### src/rtl/vending_machine_inv.sv
// Vending controller: programmable price/stock, greedy change over valid/ack, inactivity refund.
// Optional sales counters are enabled by defining VENDING_SALES_STATS_EN.
module vending_machine_inv #(
  parameter int unsigned N_PRODUCTS     = 8,
  parameter int unsigned SEL_W          = (N_PRODUCTS > 1) ? $clog2(N_PRODUCTS) : 1,
  parameter int unsigned VAL_W          = 8,
  parameter int unsigned STOCK_W        = 4,
  parameter int unsigned TIMEOUT_CYCLES = 64
) (
  input  logic               clk,
  input  logic               reset_n,
  input  logic               cfg_we,
  input  logic [SEL_W-1:0]   cfg_addr,
  input  logic [VAL_W-1:0]   cfg_price,
  input  logic [STOCK_W-1:0] cfg_stock,
  input  logic [SEL_W-1:0]   product_select,
  input  logic               select_btn,
  input  logic [4:0]         coin_in,
  input  logic               coin_insert,
  input  logic               cancel,
  input  logic               coin_out_ack,
  output logic [VAL_W-1:0]   current_balance,
  output logic [VAL_W-1:0]   product_price,
  output logic               product_dispensed,
  output logic [SEL_W-1:0]   dispensed_id,
  output logic               coin_out_valid,
  output logic [4:0]         coin_out_value,
  output logic               coin_reject,
  output logic               sold_out,
`ifdef VENDING_SALES_STATS_EN
  output logic [31:0]        total_revenue,
  output logic [15:0]        total_sales,
`endif
  output logic [2:0]         state_out,
  output logic               transaction_complete
);

  localparam logic [2:0] StIdle     = 3'd0;
  localparam logic [2:0] StSelected = 3'd1;
  localparam logic [2:0] StAccept   = 3'd2;
  localparam logic [2:0] StDispense = 3'd3;
  localparam logic [2:0] StChange   = 3'd4;

  localparam int unsigned TMR_W = $clog2(TIMEOUT_CYCLES);

  logic [2:0]         state_q, state_d;
  logic [SEL_W-1:0]   sel_q, sel_d;
  logic [VAL_W-1:0]   lat_price_q, lat_price_d;
  logic [VAL_W-1:0]   balance_q, balance_d;
  logic [TMR_W-1:0]   tmr_q, tmr_d;
  logic               sold_out_q, sold_out_d;
  logic               coin_reject_q, coin_reject_d;
  logic [VAL_W-1:0]   price_q [N_PRODUCTS];
  logic [STOCK_W-1:0] stock_q [N_PRODUCTS];

  logic               cfg_wr;
  logic               coin_ok;
  logic               coin_legal;
  logic               sel_avail;
  logic [VAL_W:0]     coin_sum;
  logic [4:0]         chg_coin;
  logic               chg_done;

  assign coin_legal = (coin_in == 5'd5) || (coin_in == 5'd10) || (coin_in == 5'd20);
  assign coin_sum   = {1'b0, balance_q} + (VAL_W + 1)'(coin_in);
  assign sel_avail  = (32'(product_select) < N_PRODUCTS) &&
                      (price_q[product_select] != '0) && (stock_q[product_select] != '0);

  // Greedy change: largest coin that still fits in the remaining balance.
  always_comb begin
    chg_coin = 5'd5;
    if (balance_q >= VAL_W'(20)) begin
      chg_coin = 5'd20;
    end else if (balance_q >= VAL_W'(10)) begin
      chg_coin = 5'd10;
    end
  end

  // Residue below the smallest coin cannot be paid out and is forfeited.
  assign chg_done = balance_q < VAL_W'(5);

  always_comb begin
    state_d       = state_q;
    sel_d         = sel_q;
    lat_price_d   = lat_price_q;
    balance_d     = balance_q;
    tmr_d         = tmr_q;
    sold_out_d    = 1'b0;
    cfg_wr        = 1'b0;
    coin_ok       = 1'b0;

    case (state_q)
      StIdle: begin
        cfg_wr = cfg_we;
        if (select_btn) begin
          if (sel_avail) begin
            state_d     = StSelected;
            sel_d       = product_select;
            lat_price_d = price_q[product_select];
          end else begin
            sold_out_d = 1'b1;
          end
        end
      end
      StSelected: begin
        tmr_d = '0;
        if (cancel) begin
          state_d = StChange;
        end else begin
          state_d = StAccept;
          coin_ok = coin_insert && coin_legal && !coin_sum[VAL_W];
        end
      end
      StAccept: begin
        if (cancel || (tmr_q == TMR_W'(TIMEOUT_CYCLES - 1))) begin
          state_d = StChange;
        end else begin
          coin_ok = coin_insert && coin_legal && !coin_sum[VAL_W];
          tmr_d   = coin_ok ? '0 : tmr_q + TMR_W'(1);
          if (balance_q >= lat_price_q) begin
            state_d = StDispense;
          end
        end
      end
      StDispense: begin
        balance_d = balance_q - lat_price_q;
        state_d   = StChange;
      end
      StChange: begin
        if (chg_done) begin
          balance_d = '0;
          state_d   = StIdle;
        end else if (coin_out_ack) begin
          balance_d = balance_q - VAL_W'(chg_coin);
        end
      end
      default: state_d = StIdle;
    endcase

    if (coin_ok) begin
      balance_d = coin_sum[VAL_W-1:0];
    end
    coin_reject_d = coin_insert && !coin_ok;
  end

  always_ff @(posedge clk or negedge reset_n) begin
    if (!reset_n) begin
      state_q       <= StIdle;
      sel_q         <= '0;
      lat_price_q   <= '0;
      balance_q     <= '0;
      tmr_q         <= '0;
      sold_out_q    <= 1'b0;
      coin_reject_q <= 1'b0;
    end else begin
      state_q       <= state_d;
      sel_q         <= sel_d;
      lat_price_q   <= lat_price_d;
      balance_q     <= balance_d;
      tmr_q         <= tmr_d;
      sold_out_q    <= sold_out_d;
      coin_reject_q <= coin_reject_d;
    end
  end

  always_ff @(posedge clk or negedge reset_n) begin
    if (!reset_n) begin
      for (int i = 0; i < int'(N_PRODUCTS); i++) begin
        price_q[i] <= '0;
        stock_q[i] <= '0;
      end
    end else if (cfg_wr && (32'(cfg_addr) < N_PRODUCTS)) begin
      price_q[cfg_addr] <= cfg_price;
      stock_q[cfg_addr] <= cfg_stock;
    end else if (state_q == StDispense) begin
      stock_q[sel_q] <= stock_q[sel_q] - STOCK_W'(1);
    end
  end

`ifdef VENDING_SALES_STATS_EN
  logic [31:0] revenue_q;
  logic [15:0] sales_q;

  always_ff @(posedge clk or negedge reset_n) begin
    if (!reset_n) begin
      revenue_q <= '0;
      sales_q   <= '0;
    end else if (state_q == StDispense) begin
      revenue_q <= revenue_q + 32'(lat_price_q);
      sales_q   <= sales_q + 16'd1;
    end
  end

  assign total_revenue = revenue_q;
  assign total_sales   = sales_q;
`endif

  assign current_balance      = balance_q;
  assign product_price        = (state_q == StIdle) ? '0 : lat_price_q;
  assign product_dispensed    = (state_q == StDispense);
  assign dispensed_id         = product_dispensed ? sel_q : '0;
  assign coin_out_valid       = (state_q == StChange) && !chg_done;
  assign coin_out_value       = coin_out_valid ? chg_coin : 5'd0;
  assign coin_reject          = coin_reject_q;
  assign sold_out             = sold_out_q;
  assign state_out            = state_q;
  assign transaction_complete = (state_q == StChange) && chg_done;

endmodule

### config.mk
export PLATFORM = sky130hd
export DESIGN_NAME = vending_machine_inv
export DESIGN_NICKNAME = d
export VERILOG_FILES = /design/src/rtl/vending_machine_inv.sv
export SDC_FILE = /design/constraint.sdc
export NUM_CORES = 1
export LEC_CHECK = 0
export CORE_AREA = 2 2 126 128
export CTS_BUF_LIST = sky130_fd_sc_hd__clkbuf_8
export DETAILED_ROUTE_END_ITERATION = 12
export DIE_AREA = 0 0 128 130
export PLACE_DENSITY = 0.78
export SYNTH_ARGS = -nofsm -noshare
export SYNTH_HDL_FRONTEND = slang
export SYNTH_SLANG_ARGS = --single-unit
export TNS_END_PERCENT = 5
### constraint.sdc
create_clock -name clk -period 3.18 [get_ports clk]
set_input_delay 0.636 -clock clk [delete_from_list [all_inputs] [get_ports clk]]
set_output_delay 0.636 -clock clk [all_outputs]
set_load 0.02 [all_outputs]
==> impl_metrics.csv, run 1 <==
group,metric,value,unit
routing,first_pass_iters,5,
global_route,grt_antenna_before_repair,0,
clock_network,insertion_delay,460,ps
place,detailedPlacementHpwl,15190,um
finish,areaGrowthSynthToFinish,21.02,%
clock_network,tritoncts_num_sinks,126,
die,core_area,15420,um2
place,place_congestion,0.9619,
sta,clock-skew-final,15.54,ps
synth,synth_area_per_cell,9.832,um2
finish,layout_common_cells,"sky130_fd_sc_hd__nand2_1, sky130_fd_sc_hd__dfrtp_1, sky130_fd_sc_hd__clkdlybuf4s50_1",
routing,drt_iter0_drc,629,
sta,rsz0062_at_grt,"true",
finish,fin_nets,918,
clock_network,cts-root-buf,"sky130_fd_sc_hd__clkbuf_8",
routing,ant_nets,0,
clock_network,h_tree_levels,4,
job,max_cap_violation_count,0,
die,die-width,128,um
synth,synth_sequential_area_ratio,41.81,%
sta,hold_viol_final,0,
finish,mostFrequentLayoutCell,"sky130_fd_sc_hd__nand2_1",
finish,final_core_utilization,59.17,%
critical_path,crit_required,2540,ps
routing,vias,6580,
clock_network,cts.path.max_buffers,2,
synth,synth_top_area_cell,"sky130_fd_sc_hd__dfrtp_1",
sta,final_setup_vio_count,0,
critical_path,worstSetupStartpointType,"register",
synth,synthesis.instances,767,
global_route,grt_usage,25.96,%
synth,synth.top_cells.by_area,"sky130_fd_sc_hd__dfrtp_1, sky130_fd_sc_hd__nand2_1, sky130_fd_sc_hd__mux4_2",
power_and_ir_drop,clock_power_share,16.2,%
finish,drive_above_1_share,20.50,%
sta,period_share,99.25,%
synth,synth_area,7541,um2
global_route,first_global_vias,6482,
clock_network,cts_tree,"built",
power_and_ir_drop,sw_frac_of_total,41.72,%
power_and_ir_drop,power_spent_charging_and_discharging_nets,3.816,mW
sta,timing.slew.headroom,57.13,%
global_route,global_route.overflow_total,0,
clock_network,cts_hold_buffers,0,
synth,ys_async_sr_fraction,100.0,%
synth,ys_types,74,
die,die_height,130,um
synth,edff_count_synth,0,
die,ios,62,
synth,yosys_warnings,0,
synth,postSynthRegisterBits,126,
run_status,outcome,"completed",
synth,synth_ff_type,"sky130_fd_sc_hd__dfrtp_1",
worst_hold_path,hold_path.class,"in2async",
sta,achievable-frequency,316.8,MHz
die,initial_core_util,48.89,%
die,num_rows,46,
power_and_ir_drop,p_leak,4.049,nW
critical_path,cp-end-kind,"primary output",
place,post-place-cells,1038,
critical_path,worst_ep_arrival_time,2520,ps
power_and_ir_drop,pwr-share-comb,50.4,%
finish,finish.instance_area,9126,um2
power_and_ir_drop,p_per_area,1002,nW/um2
routing,post_drt_via_cell_ratio,6.150,
sta,finalWorstPathRequiredPeriod,3156,ps
global_route,grt_max_degree,69,
clock_network,clkSlewWorstSetupHoldPaths,80,ps
sta,maxSlewViolCount,0,
place,numPortBuffers,61,
synth,synthDominantCellAreaShare,41.81,%
routing,routed_wirelength,20720,um
die,die_area,16640,um2
synth,postSynthNetCount,820,
critical_path,path_class,"reg2out",
clock_network,numCtsBuffers,17,
power_and_ir_drop,power,9.145,mW
critical_path,cp_max_fo,8,
place,post_dp_cell_area,8678,um2
sta,setup_total_neg_slack,0,ps
power_and_ir_drop,vdd_ir_drop_max,0.5788,mV
routing,remaining_drc_errors,0,
global_route,global_route_wire_length_before_repair,33350,um
power_and_ir_drop,internal_power,5.329,mW
sta,tightestPinTransition,641.5,ps
routing,post_drt_wl_per_cell,19.36,um
finish,post_layout_nonfiller_instances,1070,
finish,antennaDiodeCount,0,
power_and_ir_drop,sequentialPowerShare,33.4,%
## worst max-delay path: stages, from the launching register on
cell	delay [ps]
sky130_fd_sc_hd__dfrtp_2	500
sky130_fd_sc_hd__nor4_4	310
sky130_fd_sc_hd__nand3b_1	210
sky130_fd_sc_hd__nand2_1	140
sky130_fd_sc_hd__nor2_1	70
sky130_fd_sc_hd__or2_2	290
sky130_fd_sc_hd__clkdlybuf4s50_1	530
## logic make-up (layout without fill, tap and decap cells)
| logic type | count (synthesis) | count (layout) | synth area share (%) |
|---|---|---|---|
| compound gates | 158 | 158 | 14.55 |
| buf+inv | 62 | 173 | 3.716 |
| mux | 81 | 81 | 15.10 |
| fa+ha+maj | 23 | 23 | 4.115 |
| xor+xnor | 13 | 13 | 1.510 |
| flops | 126 | 126 | 41.81 |
| simple gates | 304 | 304 | 19.20 |
## area by class of cell
cell class | instances | area [um2]
multi-input cells | 579 | 4149
flip-flops and latches | 126 | 3159
repair buffers | 117 | 1071
well taps | 192 | 240.2
clock inverters | 14 | 168.9
inverters | 24 | 90.09
clock buffers | 18 | 247.7
fillers | 1305 | 6299
## through the flow
stage / hold slack, ps / worst slack [ps]
floorplan: 340.4 / 200.9
global placement: 454.4 / -244.0
detailed placement: 462.4 / -319.7
CTS: 26.91 / 5.942
global route: 28.07 / -94.45
finish: 33.71 / 23.73
## registers in the layout (all words and copies together), names as in the netlist
register         count
sold_out             1
tmr_q                6
stock_q             32
state_out            3
price_q             64
lat_price_q          8
current_balance      8
coin_reject          1
sel_q                3
## metal layers
| metal | GRT usage (%) | part of all wire, % |
|---|---|---|
| met5 | 0 | 0 |
| met4 | 11.51 | 3.5 |
| met1 | 34.31 | 42 |
| met3 | 6.355 | 8.5 |
| met2 | 41.02 | 46 |
## timing repair
action | CTS | global route
cloned | 0 | 0
endpoints found under the hold margin | 0 | 0
buffers inserted | 0 | 0
resized for setup | 6 | 5
setup endpoints to repair | 2 | 6
## cells in the mapped netlist (11+ instances only)
library cell	instances
sky130_fd_sc_hd__nor2_1	38
sky130_fd_sc_hd__nand2_1	155
sky130_fd_sc_hd__clkbuf_1	18
sky130_fd_sc_hd__nor3_1	16
sky130_fd_sc_hd__dfrtp_1	126
sky130_fd_sc_hd__nand3_1	11
sky130_fd_sc_hd__ha_1	20
sky130_fd_sc_hd__a21oi_1	21
sky130_fd_sc_hd__o21ai_0	47
sky130_fd_sc_hd__mux2_2	38
sky130_fd_sc_hd__nor4_1	14
sky130_fd_sc_hd__mux4_2	22
sky130_fd_sc_hd__mux2i_1	17
sky130_fd_sc_hd__buf_2	14
sky130_fd_sc_hd__inv_1	22
## power by group through the flow
stage	Sequential (mW)	Clock [mW]	Combinational, mW
floorplan	2.83	0	3.16
global placement	3.00	0	4.40
detailed placement	3.02	0	4.52
CTS	3.02	1.49	4.56
global route	3.14	1.57	5.04
finish	3.05	1.48	4.61
## final timing paths
| check | start | end | slack, ps | cells past startpoint |
|---|---|---|---|---|
| hold reg to reg | price_q[54] | price_q[54] | 480 | 2 |
| hold / removal | reset_n | coin_reject | 30 | 1 |
| setup reg to reg | current_balance[2] | current_balance[7] | 390 | 11 |
| min in group clk | price_q[54] | price_q[54] | 480 | 2 |
| setup / recovery | current_balance[7] | coin_out_value[2] | 20 | 6 |
| max in group asynchronous | reset_n | price_q[12] | 2300 | 2 |
No activity file was read; power rests on OpenSTA's default activity.
==> inputs of run 2 (changes only) <==
PLACE_DENSITY = 0.72   (was 0.78)
==> run 2 against run 1 <==
  * First-iteration DRC count rose by 24%
  * Register-to-register slack lost 80 ps
  * Utilization is 0.25 points lower
  * Fmax rose by 3.7%
  * Critical endpoint is now current_balance[5]
  * Largest power group unchanged
==> impl_metrics.csv, run 2 (synthesized netlist as in run 1, its figures left out) <==
group,metric,value,unit
finish,reg_top3,"price_q: 64 flops, stock_q: 32 flops",
global_route,grt_usage,26.79,%
power_and_ir_drop,p_per_area,1001,nW/um2
finish,largest-register,"price_q",
power_and_ir_drop,vdd_ir_drop_max,0.4308,mV
finish,layout_common_cells,"sky130_fd_sc_hd__nand2_1, sky130_fd_sc_hd__dfrtp_1, sky130_fd_sc_hd__clkdlybuf4s50_1",
clock_network,cts.path.max_buffers,2,
job,max_cap_violation_count,0,
finish,largest_register_ff_count,64,
sta,rsz0062_at_grt,"true",
sta,timing.final.ws_setup,136.1,ps
routing,remaining_drc_errors,0,
die,core_area,15420,um2
sta,timing.slew.headroom,44.58,%
critical_path,worstSetupStartpointType,"primary input",
routing,drt_iter0_drc,780,
critical_path,timing.critical_path.max_delay_family,"compound AO/OA/AOI/OAI gates",
critical_path,critPathMaxStageDelay,520,ps
sta,period_share,95.72,%
finish,areaGrowthSynthToFinish,20.51,%
place,preCtsSetupSlack,-315.7,ps
sta,hold_viol_final,0,
routing,post_drt_via_cell_ratio,6.281,
die,die-width,128,um
clock_network,clkSlewWorstSetupHoldPaths,80,ps
critical_path,path_class,"in2reg",
sta,final_setup_vio_count,0,
finish,drive_above_1_share,19.89,%
critical_path,cp.buffers_inverters,2,
global_route,grt_antenna_before_repair,0,
critical_path,crit_required,3510,ps
place,post-place-cells,1035,
routing,post_drt_wl_per_cell,20.27,um
critical_path,cp-end-kind,"register",
routing,ant_nets,0,
routing,vias,6702,
global_route,grt_max_degree,50,
finish,mostFrequentLayoutCell,"sky130_fd_sc_hd__nand2_1",
critical_path,worst_ep_arrival_time,3380,ps
global_route,global_route.overflow_total,0,
clock_network,tritoncts_num_sinks,126,
worst_hold_path,hold_path.class,"in2async",
clock_network,insertion_delay,460,ps
place,numPortBuffers,61,
routing,routed_wirelength,21630,um
global_route,global_route_wire_length_before_repair,34340,um
routing,first_pass_iters,5,
die,die_area,16640,um2
power_and_ir_drop,p_leak,4.040,nW
die,ios,62,
clock_network,h_tree_levels,4,
sta,maxSlewViolCount,0,
place,detailedPlacementHpwl,15880,um
global_route,first_global_vias,6612,
place,post_dp_cell_area,8653,um2
critical_path,cp_max_fo,5,
clock_network,cts_tree,"built",
finish,fin_nets,915,
finish,post_layout_nonfiller_instances,1067,
clock_network,numCtsBuffers,17,
sta,finalWorstPathRequiredPeriod,3044,ps
power_and_ir_drop,power,9.095,mW
sta,tightestPinTransition,828.2,ps
die,initial_core_util,48.89,%
sta,achievable-frequency,328.5,MHz
clock_network,cts-root-buf,"sky130_fd_sc_hd__clkbuf_8",
place,place_congestion,0.9840,
run_status,outcome,"completed",
finish,finish.instance_area,9087,um2
finish,antennaDiodeCount,0,
critical_path,crit_chain,"clkdlybuf4s50_1 -> ha_1 -> fa_1 -> a21o_1 -> a211o_1 -> nand4_1 -> or4b_4 -> buf_4 -> nand2_1 -> a2bb2oi_1 -> o211ai_1",
critical_path,critical_path.slowest_cell,"sky130_fd_sc_hd__or4b_4",
sta,clock-skew-final,12.53,ps
die,die_height,130,um
die,num_rows,46,
## run 2: area by class of cell
class	instances	area, um2
clock buffer	18	247.7
clock inverter	14	146.4
fill	1327	6337
inverter	24	90.09
multi-input combinational	579	4144
sequential	126	3156
tap	192	240.2
timing repair buffer	114	1064
## run 2: repair_timing
item                       4_1_cts  5_1_grt
setup buffers                    0        0
setup endpoints to repair        4       11
resized for setup                3        9
hold endpoints to repair         0        0
pin swaps                        0        1
hold buffers                     0        0
## run 2: final timing paths
kind	start	to	slack (ps)	depth (start not counted)
worst max-delay path	coin_in[0]	current_balance[5]	140	11
max in group asynchronous	reset_n	price_q[44]	2120	2
worst min-delay path	reset_n	stock_q[30]	200	1
worst max register to register	current_balance[0]	current_balance[5]	310	10
worst min register to register	price_q[38]	price_q[38]	490	2
min in group clk	price_q[38]	price_q[38]	490	2
## run 2: through the flow
step	util, %	hold slack (ps)	TNS (ps)
3_5_place_dp	56.10	458.8	-2456
2_1_floorplan	-	340.4	0
4_1_cts	58.70	207.6	-30.71
5_1_grt	58.91	231.4	-0.7412
3_3_place_gp	56.10	453.9	-1428
6_report	58.91	200.8	0
## run 2: per-layer routing
layer	share of wire (%)	GRT usage, %
met1	40	34.54
met2	47	43.22
met3	9.8	7.298
met4	2.8	10.99
met5	0	0
## run 2: power by group
part	switching, mW	internal [mW]
sequential	0.737	2.32
combinational	2.45	2.19
clock	0.685	0.713
==> inputs of run 3 (changes only) <==
GPL_TIMING_DRIVEN = 0   (was unset)
==> run 3 against run 2 <==
  * Setup slack got worse by 100 ps
  * Design area decreased by 2.0%
  * Utilization decreased by 1.2 points
  * Sequential cell count is the same
  * Clock power is 11% higher
  * Final cell count decreased by 1.6%
  * Clock skew shrank 0.96 ps
  * Via count fell by 4.2%
  * Sequential power about the same
  * Combinational power decreased by 4%
  * Largest cell class unchanged
==> impl_metrics.csv, run 3 (synthesized netlist as in run 1, its figures left out) <==
group,metric,value,unit
global_route,grt_max_degree,80,
clock_network,cts-root-buf,"sky130_fd_sc_hd__clkbuf_8",
place,numPortBuffers,59,
sta,finalWorstPathRequiredPeriod,3148,ps
job,max_cap_violation_count,0,
clock_network,cts_tree,"built",
die,num_rows,46,
critical_path,path_class,"reg2reg",
clock_network,cts.path.max_buffers,2,
finish,drive_above_1_share,17.37,%
die,die_area,16640,um2
critical_path,cp_max_fo,10,
global_route,grt_antenna_before_repair,0,
place,place_congestion,0.9887,
clock_network,clkSlewWorstSetupHoldPaths,70,ps
die,die-width,128,um
clock_network,cts_hold_buffers,0,
finish,antennaDiodeCount,0,
routing,ant_nets,0,
global_route,first_global_vias,6159,
finish,finish.instance_area,8904,um2
global_route,global_route_wire_length_before_repair,33490,um
clock_network,insertion_delay,460,ps
routing,top_signal_layer_used,"met4",
finish,fin_nets,898,
finish,reg_top3,"price_q: 64 flops, stock_q: 32 flops",
finish,largest-register,"price_q",
sta,hold_viol_final,0,
finish,largest_register_ff_count,64,
routing,post_drt_wl_per_cell,20.33,um
die,ios,62,
power_and_ir_drop,power,9.038,mW
place,post-place-cells,1019,
finish,layout_common_cells,"sky130_fd_sc_hd__nand2_1, sky130_fd_sc_hd__dfrtp_1, sky130_fd_sc_hd__clkdlybuf4s50_1",
sta,achievable-frequency,317.6,MHz
power_and_ir_drop,p_per_area,1015,nW/um2
finish,areaGrowthSynthToFinish,18.07,%
routing,vias,6418,
routing,post_drt_via_cell_ratio,6.112,
routing,drt_iter0_drc,689,
global_route,grt_usage,26.66,%
sta,timing.final.ws_setup,31.73,ps
routing,route.met3.wl,1719,um
clock_network,numCtsBuffers,17,
critical_path,worst_ep_arrival_time,3490,ps
die,die_height,130,um
routing,wl_met2,9803,um
routing,routed_wirelength,21350,um
sta,hold-worst-slack,102.3,ps
sta,tightestPinTransition,987.5,ps
finish,post_layout_nonfiller_instances,1050,
sta,final_setup_vio_count,0,
finish,mostFrequentLayoutCell,"sky130_fd_sc_hd__nand2_1",
routing,first_pass_iters,5,
place,preCtsSetupSlack,-497.1,ps
critical_path,worstSetupStartpointType,"register",
sta,setup_total_neg_slack,0,ps
run_status,outcome,"completed",
power_and_ir_drop,p_leak,3.906,nW
critical_path,crit_required,3520,ps
power_and_ir_drop,vdd_ir_drop_max,0.4047,mV
routing,remaining_drc_errors,0,
place,post_dp_cell_area,8401,um2
die,initial_core_util,48.89,%
sta,period_share,99.00,%
finish,final_core_utilization,57.72,%
sta,maxSlewViolCount,0,
finish,multi_input_comb_area,4160,um2
finish,sequential_cell_area,3161,um2
sta,rsz0062_at_grt,"true",
sta,timing.slew.headroom,33.66,%
die,core_area,15420,um2
worst_hold_path,hold_path.class,"in2async",
critical_path,cp-end-kind,"register",
finish,final.fill_count,1369,
clock_network,tritoncts_num_sinks,126,
global_route,global_route.overflow_total,0,
place,detailedPlacementHpwl,15080,um
sta,clock-skew-final,11.57,ps
clock_network,h_tree_levels,4,
routing,route.layer.met1.wl,9177,um
-- run 3: area by class of cell --
| class | instances | share of cell area, % |
|---|---|---|
| inverters | 24 | 1.012 |
| flip-flops and latches | 126 | 35.50 |
| multi-input cells | 579 | 46.73 |
| clock inverters | 13 | 1.925 |
| plain buffers | 35 | 2.038 |
| well taps | 192 | 2.698 |
| clock buffers | 19 | 2.937 |
| repair buffers | 62 | 7.167 |
-- run 3: timing repair --
action | CTS | global route
setup buffers | 2 | 0
pin swaps | 3 | 0
gates resized for setup | 14 | 10
setup endpoints to repair | 11 | 17
-- run 3: routing by layer --
metal  vias up  GRT usage [%]
li1       2963              -
met1      3095          35.97
met2       312          42.69
met3        48          5.822
met4         0          9.955
met5         -              0
-- run 3: final timing paths --
path / start / to / slack, ps / cells past startpoint
max in group asynchronous: reset_n / current_balance[1] / 2300 / 2
worst min register to register: price_q[6] / price_q[6] / 480 / 2
min in group clk: price_q[6] / price_q[6] / 480 / 2
worst max register to register: state_out[0] / price_q[45] / 30 / 5
worst max-delay path: state_out[0] / price_q[45] / 30 / 5
worst min-delay path: reset_n / stock_q[22] / 100 / 1
-- run 3: report_power, final --
group          switching (mW)  total, mW  internal, mW
Sequential              0.712       3.04          2.33
Clock                   0.666       1.55         0.885
Combinational            2.39       4.44          2.05
Total                    3.77       9.04          5.27
-- run 3: critical path, stage by stage (launching register included) --
cell and delay [ps]:
sky130_fd_sc_hd__dfrtp_1 460, sky130_fd_sc_hd__nor3_1 460, sky130_fd_sc_hd__nand2_1 360, sky130_fd_sc_hd__nor3_1 890, sky130_fd_sc_hd__buf_2 470, sky130_fd_sc_hd__mux2_2 380
